### config.mk
export PLATFORM = sky130hd
export DESIGN_NAME = keypad_scan_debounce
export DESIGN_NICKNAME = d
export VERILOG_FILES = /design/src/rtl/keypad_scan_debounce.sv
export SDC_FILE = /design/constraint.sdc
export NUM_CORES = 1
export LEC_CHECK = 0
export BUFFER_PORTS_ARGS = -buffer_cell sky130_fd_sc_hd__buf_4
export CORE_AREA = 2 2 89 91
export CTS_CLUSTER_DIAMETER = 30
export DETAILED_ROUTE_END_ITERATION = 8
export DIE_AREA = 0 0 91 93
export HOLD_SLACK_MARGIN = 0.1
export PLACE_DENSITY = 0.69
export SKIP_LAST_GASP = 1
export SLEW_MARGIN = 20
export SYNTH_ARGS = -nofsm -noshare
export SYNTH_HDL_FRONTEND = slang
export SYNTH_SLANG_ARGS = --single-unit
### constraint.sdc
create_clock -name clk -period 9.45 [get_ports clk]
set_input_delay 0.4725 -clock clk [delete_from_list [all_inputs] [get_ports clk]]
set_output_delay 0.4725 -clock clk [all_outputs]
set_load 0.01 [all_outputs]
### src/rtl/keypad_scan_debounce.sv
// keypad_scan_debounce: 4x4 active-low matrix keypad scanner with full-scan
// debouncing. It produces the accepted key code, a one-cycle accept pulse, a
// held flag, and a display code that shows 4'hF until the first key is accepted.
module keypad_scan_debounce #(
    parameter int unsigned SCAN_DIV       = 50000,
    parameter int unsigned DEBOUNCE_SCANS = 4
) (
    input  logic       clk,
    input  logic       rst,
    input  logic [3:0] row_n,
    output logic [3:0] col_n,
    output logic [3:0] key_code,
    output logic       key_valid,
    output logic       key_held,
    output logic [3:0] disp_code
);
    localparam int unsigned TW = (SCAN_DIV > 1) ? $clog2(SCAN_DIV) : 1;
    localparam int unsigned SW = $clog2(DEBOUNCE_SCANS + 1);
    localparam logic [TW-1:0] TICK_LAST  = TW'(SCAN_DIV - 1);
    localparam logic [SW-1:0] STABLE_MAX = SW'(DEBOUNCE_SCANS);

    typedef enum logic [1:0] {RES_NONE, RES_KEY, RES_MULTI} res_t;
    typedef enum logic {RELEASED, PRESSED} state_t;

    // Key index is {row, col}.
    function automatic logic [3:0] key_lut(input logic [3:0] idx);
        case (idx)
            4'd0:  key_lut = 4'h1;
            4'd1:  key_lut = 4'h2;
            4'd2:  key_lut = 4'h3;
            4'd3:  key_lut = 4'hA;
            4'd4:  key_lut = 4'h4;
            4'd5:  key_lut = 4'h5;
            4'd6:  key_lut = 4'h6;
            4'd7:  key_lut = 4'hB;
            4'd8:  key_lut = 4'h7;
            4'd9:  key_lut = 4'h8;
            4'd10: key_lut = 4'h9;
            4'd11: key_lut = 4'hC;
            4'd12: key_lut = 4'hE;
            4'd13: key_lut = 4'h0;
            4'd14: key_lut = 4'hF;
            default: key_lut = 4'hD;
        endcase
    endfunction

    logic [3:0]    row_meta, row_sync;
    logic [TW-1:0] tick;
    logic [1:0]    col_idx;
    logic [15:0]   acc, scan_now;
    logic          tick_last, eval;
    res_t          res_kind, prev_kind;
    logic [3:0]    res_code, prev_code;
    logic [SW-1:0] stable_cnt, stable_nx;
    logic          stable_hit;
    state_t        state, state_nx;
    logic [3:0]    code_nx;
    logic          valid_nx, seen, seen_nx;

    assign tick_last = (tick == TICK_LAST);
    assign eval      = tick_last && (col_idx == 2'd3);
    assign col_n     = ~(4'b0001 << col_idx);

    // Two-flop synchronizer for the asynchronous rows; cleared to "no key".
    always_ff @(posedge clk) begin
        if (rst) begin
            row_meta <= '1;
            row_sync <= '1;
        end else begin
            row_meta <= row_n;
            row_sync <= row_meta;
        end
    end

    // Current scan image with the active column's synchronized rows merged in.
    always_comb begin
        scan_now = acc;
        for (int unsigned r = 0; r < 4; r++) begin
            scan_now[{r[1:0], col_idx}] = ~row_sync[r];
        end
    end

    // Column dwell counter, column stepping and row sampling at end of dwell.
    always_ff @(posedge clk) begin
        if (rst) begin
            tick    <= '0;
            col_idx <= '0;
            acc     <= '0;
        end else if (tick_last) begin
            tick    <= '0;
            col_idx <= col_idx + 2'd1;
            acc     <= scan_now;
        end else begin
            tick <= tick + 1'b1;
        end
    end

    // Classify the completed scan as none / single key / multiple keys.
    always_comb begin
        res_kind = RES_NONE;
        res_code = '0;
        for (int unsigned i = 0; i < 16; i++) begin
            if (scan_now[i]) begin
                if (res_kind == RES_NONE) begin
                    res_kind = RES_KEY;
                    res_code = key_lut(4'(i));
                end else begin
                    res_kind = RES_MULTI;
                end
            end
        end
        if (res_kind == RES_MULTI) res_code = '0;
    end

    // Next stable count: MULTI clears it, repeats count up to saturation.
    always_comb begin
        stable_nx = SW'(1);
        if (res_kind == RES_MULTI) begin
            stable_nx = '0;
        end else if ((res_kind == prev_kind) && (res_code == prev_code)) begin
            stable_nx = (stable_cnt == STABLE_MAX) ? STABLE_MAX : stable_cnt + 1'b1;
        end
        stable_hit = eval && (stable_nx == STABLE_MAX) && (res_kind != RES_MULTI);
    end

    // Remember the previous scan result and its repeat count.
    always_ff @(posedge clk) begin
        if (rst) begin
            prev_kind  <= RES_NONE;
            prev_code  <= '0;
            stable_cnt <= '0;
        end else if (eval) begin
            prev_kind  <= res_kind;
            prev_code  <= res_code;
            stable_cnt <= stable_nx;
        end
    end

    // FSM state and registered key outputs.
    always_ff @(posedge clk) begin
        if (rst) begin
            state     <= RELEASED;
            key_code  <= '0;
            key_valid <= 1'b0;
            seen      <= 1'b0;
        end else begin
            state     <= state_nx;
            key_code  <= code_nx;
            key_valid <= valid_nx;
            seen      <= seen_nx;
        end
    end

    // FSM next state: accept stable presses and rollovers, drop on stable release.
    always_comb begin
        state_nx = state;
        code_nx  = key_code;
        valid_nx = 1'b0;
        seen_nx  = seen;
        if (stable_hit) begin
            case (state)
                RELEASED: begin
                    if (res_kind == RES_KEY) begin
                        state_nx = PRESSED;
                        code_nx  = res_code;
                        valid_nx = 1'b1;
                        seen_nx  = 1'b1;
                    end
                end
                PRESSED: begin
                    if (res_kind == RES_NONE) begin
                        state_nx = RELEASED;
                    end else if (res_code != key_code) begin
                        code_nx  = res_code;
                        valid_nx = 1'b1;
                    end
                end
            endcase
        end
    end

    // FSM outputs: held flag and display code.
    always_comb begin
        key_held  = (state == PRESSED);
        disp_code = seen ? key_code : 4'hF;
    end
endmodule
# Word level (Yosys, flattened, before mapping)
# Index checks and enable logic that the tools add are counted.
# classes
n_addsub	3
magnitude_cmp	8
shift	1
n_bitwise	7
n_reduce_logical	28
muxes	89
n_eq_ne	13
# ops
op	count
4-bit 2-to-1 mux	35
16-bit bitwise mux	4
2-bit 2-to-1 mux	30
2-bit logical NOT	16
16-bit by 1-bit adder with 16-bit output, second input constant	1
16-bit equality test, second input constant	1
4-bit by 5-bit < comparator with 1-bit output, second input constant	2
1-bit 2-to-1 mux	10
3-bit 2-to-1 mux	3
1-bit demux with 2-bit select	4
4-bit by 1-bit greater-or-equal comparator with 1-bit output, second input constant	2
1-bit logical AND	8
4-bit one-hot mux with 2 select lines	1
3-bit equality test, second input constant	2
2-bit inequality test, second input constant	3
1-bit NOT	6
2-bit by 5-bit < comparator with 1-bit output, second input constant	1
3-bit by 5-bit < comparator with 1-bit output, second input constant	1
2-bit equality test, second input constant	2
4-bit equality test	1
4-bit inequality test	1
4-bit NOT	1
1-bit one-hot mux with 2 select lines	2
4-bit AND reduction	1
10 further kinds	11
# totals
wordCells	161
regBits	58
out_inout_bits	14
input_bits	6

# Logic depth before layout (Yosys ltp)
# logic_depth
depth_word	65
ltp_mapped	24
depth_no_buf	19

# Least setup slack after synthesis
# No wires, ideal clock.
# synth_timing
path_type	reg-to-reg
startpoint	register col_idx[0]
endpoint	register key_code[0]
required_ns	9.334
setup_ns	0.116
synth_period_minus_slack_ns	4.989
stages_incl_launch_ff	22
arrival_ns	4.873
path_buffers	3
setup_slack_ns	4.461
cell_sequence	dfxtp_1 -> inv_1 -> ha_1 -> buf_2 -> clkbuf_8 -> a21o_1 -> ha_1 -> inv_1 -> a211o_1 -> or3_1 -> buf_6 -> a311o_1 -> nor2_2 -> nand4_1 -> a221o_2 -> nor4_4 -> o21bai_1 -> a32o_2 -> xor2_1 -> nor4_4 -> nand3_2 -> o211a_1
# synth_via
elab_chain_cells	64
# synth_lines
item	line_no	text
start: declaration	49	logic [1:0] col_idx;
start signal: assignment	91	col_idx <= col_idx + 2'd1;
2-bit by 5-bit < comparator with 1-bit output (implied by the code) or 2-bit by 1-bit greater-or-equal comparator with 1-bit output (tied branches)	79	scan_now[{r[1:0], col_idx}] = ~row_sync[r];
1-bit logical AND (implied by the code)	79	
1-bit 2-to-1 mux (implied by the code)	79	
1-bit demux with 2-bit select	79	
16-bit bitwise mux (4 in a row)	79	
1-bit 2-to-1 mux	103	if (scan_now[i]) begin
2-bit logical NOT	104	if (res_kind == RES_NONE) begin
2-bit 2-to-1 mux	104	
(+44 left out)	-	
4-bit 2-to-1 mux	112	if (res_kind == RES_MULTI) res_code = '0;
4-bit equality test	120	end else if ((res_kind == prev_kind) && (res_code == prev_code)) begin
1-bit logical AND	120	
3-bit 2-to-1 mux	120	
3-bit 2-to-1 mux	118	if (res_kind == RES_MULTI) begin
3-bit equality test	123	stable_hit = eval && (stable_nx == STABLE_MAX) && (res_kind != RES_MULTI);
1-bit logical AND (2 in a row)	123	
4-bit AND reduction (no source line)	-	
end signal: assignment	148	key_code <= code_nx;
end: declaration	12	output logic [3:0] key_code,
# Several ways; a longest one is shown, not always the timed one. The select of a mux whose other input is x is not followed.
# A chain may end at the register's enable or synchronous reset.

# Worst setup path in the final report
# Same ends and word-level chain as after synthesis.

==> out/qor.tcl <==
set qor(run_status) {finished clean}
set qor(mostFrequentLayoutCell) {sky130_fd_sc_hd__nor2_1}
set qor(r2r_end) {key_code[0]}
set qor(detail_route.vias_per_cell) 6.051
set qor(synth_area_per_cell_um2) 7.821
set qor(vias_post_dr) 3800
set qor(route.detailed.wl_per_inst_um) 15.47
set qor(worst-r2r-setup-slack_ps) 3610
set qor(r2r_start) {col_idx[0]}
set qor(synth_edf_count) 0
set qor(gr-total-overflow) 0
set qor(clock_insertion_delay_worst_skew_ps) 340
set qor(cts_max_level) 3
set qor(ant_nets) 0
set qor(postSynthCellCount) 519
set qor(power_density_of_the_placed_cells_nw_per_um2) 129.9
set qor(dp.final_hpwl_um) 6931
set qor(worst_ir_drop_vdd_mv) 0.1210
set qor(cp_data_required_time_ps) 9680
set qor(port_buffers) 19
set qor(commonest_non_fill_non_tap_cells_in_the_layout) {sky130_fd_sc_hd__nor2_1, sky130_fd_sc_hd__dfxtp_1, sky130_fd_sc_hd__nand2_1}
set qor(syn_to_final_growth_pct) 6.751
set qor(place_ws_ps) 3719
set qor(routed_wirelength_um) 9715
set qor(post-route-min-period_ps) 5838
set qor(final-max-slew-violation-count) 0
set qor(critPathCapture) {key_code[0]}
set qor(synth_async_sr_flop_share_pct) 0
set qor(timing.max_cap.violations) 0
set qor(tritoncts.num_buffers) 9
set qor(netlist-cell-type-count) 81
set qor(ios) 20
set qor(setup.worst_path.start) {col_idx[0]}
set qor(clockRootBuffer) {sky130_fd_sc_hd__clkbuf_8}
set qor(fillCellCount) 751
set qor(p_leak_nw) 1.713
set qor(dr.pass1.iters) 5
set qor(clock_tree_from_tritoncts) {yes}
set qor(gr-usage-all-layers_pct) 23.61
set qor(timing.max_slew.rel_slack_pct) 40.97
set qor(drt_iter0_markers) 367
set qor(post-route-period-util_pct) 61.78
set qor(setup_viol) 0
set qor(rsz0062_at_grt) {no}
set qor(worstSetupEndpointType) {register}
set qor(r2r_worst_path_depth) 19
set qor(finClkSkew_ps) 8.238
set qor(timing_worst_slew_pin_value_ps) 885.5
set qor(finalHoldViolations) 0
set qor(post_route_cells_drive_above_1_share_pct) 15.21
set qor(n_antenna_cell) 0
set qor(min_path_type) {input port to register}
set qor(max_clock_freq_mhz) 171.3
set qor(post-route-util_pct) 57.56
set qor(core_ar_um2) 7527
set qor(timing.critical_path.arrival_ps) 6070
set qor(yosys_warnings) 0
set qor(critPathMaxFanout) 17
set qor(final.setup.worst_slack_ps) 3612
set qor(cts_hold_repair.buffers) 0
set qor(timing.critical_path.from_type) {register}
set qor(synth.yosys.seq_area_share_pct) 28.61
set qor(path_clk_slew_ps) 70
set qor(grt_antenna_before_repair) 0
set qor(post-route-drc-count) 0
set qor(initial_core_util_pct) 53.92
set qor(timing.setup.tns_ps) 0
set qor(critical_path_class) {register to register}
set qor(grt_max_degree) 40
set qor(synth_area_um2) 4059
set qor(synth.ff_latch_count) 58
set qor(cts.sinks) 58
set qor(gp_routability_congestion) 0.9049
set qor(cts_resized) 0
set qor(clock_path_buffers) 2
set qor(first_pass_grt_wire_length_um) 16440
set qor(chipHeight_um) 93
set qor(finalNetCount) 539
set qor(core.rowCount) 32
set qor(fp.dieArea_um2) 8463
set qor(post_cts.repair.setup_buffers) 0
set qor(die_width_um) 91
set qor(dominantRegCellSynth) {sky130_fd_sc_hd__dfxtp_1}
set qor(synth.net_count) 536
set qor(number_of_global_route_vias_before_repair) 3423
stage by stage:
step	hold WS, ps	area, um^2	cells	power [mW]
2_1_floorplan	389.5	4059	519	0.3033
4_1_cts	307.7	4333	628	0.5658
6_report	318.4	4333	628	0.5630
3_5_place_dp	393.2	4116	613	0.3127
5_1_grt	303.8	4333	628	0.5863
3_3_place_gp	392.8	4116	613	0.3119
cells by family (layout without fill, tap and decap cells):
group / count (synthesis) / count (layout) / synth area share (%)
adders and majority gates: 11 / 11 / 3.391
AOI/OAI and AO/OA: 146 / 146 / 26.17
buffers and inverters: 44 / 51 / 6.905
muxes: 7 / 7 / 1.726
xor gates and xnor gates: 22 / 22 / 4.747
and+or+nand+nor: 231 / 231 / 28.45
DFF: 58 / 58 / 28.61
registers in the layout, summed over array words and instances (netlist names), named ones only:
| register | flops |
|---|---|
| acc | 16 |
| col_idx | 2 |
| key_code | 4 |
| key_valid | 1 |
| prev_code | 4 |
| prev_kind | 2 |
| row_meta | 4 |
| row_sync | 4 |
| seen | 1 |
| stable_cnt | 3 |
| tick | 16 |
cells in the mapped netlist, types with 3 or more instances:
cell                        number  area [um^2]
sky130_fd_sc_hd__nor2_1         81        304.0
sky130_fd_sc_hd__dfxtp_1        58         1161
sky130_fd_sc_hd__nand2_1        46        172.7
sky130_fd_sc_hd__a21oi_1        39        195.2
sky130_fd_sc_hd__nand3_1        23        115.1
sky130_fd_sc_hd__inv_1          16        60.06
sky130_fd_sc_hd__o21ai_0        15        75.07
sky130_fd_sc_hd__nand4_1        14        87.58
sky130_fd_sc_hd__xor2_1         14        122.6
sky130_fd_sc_hd__a31oi_1        13        81.33
sky130_fd_sc_hd__clkbuf_1       12        45.04
sky130_fd_sc_hd__nor3_1         12        60.06
sky130_fd_sc_hd__and3_1         11        68.82
sky130_fd_sc_hd__ha_1           11        137.6
sky130_fd_sc_hd__or2_2          10        62.56
sky130_fd_sc_hd__xnor2_1         8        70.07
sky130_fd_sc_hd__mux2i_1         7        70.07
sky130_fd_sc_hd__a21o_2          6        52.55
sky130_fd_sc_hd__buf_6           6        67.56
sky130_fd_sc_hd__clkbuf_8        6        82.58
sky130_fd_sc_hd__a211oi_1        5        37.54
sky130_fd_sc_hd__a21o_1          5        37.54
sky130_fd_sc_hd__nand2b_1        5        31.28
sky130_fd_sc_hd__o2111ai_1       5        43.79
sky130_fd_sc_hd__o21ai_1         5        25.02
sky130_fd_sc_hd__a311oi_1        4        35.03
sky130_fd_sc_hd__o211ai_1        4        30.03
sky130_fd_sc_hd__nand3b_1        3        22.52
sky130_fd_sc_hd__o211a_1         3        30.03
sky130_fd_sc_hd__o21a_1          3        22.52
sky130_fd_sc_hd__o221a_2         3        33.78
sky130_fd_sc_hd__o31ai_1         3        22.52
sky130_fd_sc_hd__or2_1           3        18.77
final cells by class:
cell class	count	area [um^2]	share of cell area [%]
Clock buffer	10	137.6	3.176
Multi-Input combinational cell	417	2618	60.41
Sequential cell	58	1161	26.80
Inverter	16	60.06	1.386
Clock inverter	5	78.83	1.819
Tap cell	102	127.6	2.945
Timing Repair Buffer	20	150.1	3.465
worst max-delay path, cell delays in order (launching register included):
cell and delay (ps):
sky130_fd_sc_hd__dfxtp_1 330, sky130_fd_sc_hd__inv_1 120, sky130_fd_sc_hd__ha_1 490, sky130_fd_sc_hd__nor2_1 80, sky130_fd_sc_hd__a21o_1 230, sky130_fd_sc_hd__ha_1 320
sky130_fd_sc_hd__inv_1 60, sky130_fd_sc_hd__a211o_1 330, sky130_fd_sc_hd__or3_1 470, sky130_fd_sc_hd__a311o_1 450, sky130_fd_sc_hd__nor2_2 100, sky130_fd_sc_hd__nand4_1 120
sky130_fd_sc_hd__a221oi_2 620, sky130_fd_sc_hd__nand4_1 270, sky130_fd_sc_hd__a31oi_1 480, sky130_fd_sc_hd__o21a_1 320, sky130_fd_sc_hd__o2111ai_1 160, sky130_fd_sc_hd__a31oi_1 340
sky130_fd_sc_hd__nand3_2 170, sky130_fd_sc_hd__o211a_1 240
metal layers:
metal / share of wire (%) / vias to the layer above / GRT usage [%]
li1: - / 1889 / -
met2: 44 / 149 / 36.67
met5: 0 / - / 0
met1: 48 / 1743 / 32.54
met4: 2.6 / 0 / 8.460
met3: 5.4 / 19 / 4.915
worst min path at each step:
| stage | startpoint | slack [ps] | cells after the start | endpoint |
|---|---|---|---|---|
| final | row_n[1] | 320 | 2 | row_meta[1] |
| after global routing | row_n[0] | 300 | 2 | row_meta[0] |
| after CTS | row_n[1] | 310 | 2 | row_meta[1] |
| after detailed placement | row_meta[3] | 390 | 1 | row_sync[3] |
| after global placement | row_meta[3] | 390 | 1 | row_sync[3] |
| after floorplan | row_meta[0] | 390 | 1 | row_sync[0] |
report_power, final:
part	switching, mW	internal, mW
logic	0.0373	0.0211
clock network	0.101	0.154
registers	0.00264	0.247
total	0.141	0.422
No activity file was read; power rests on OpenSTA's default activity.
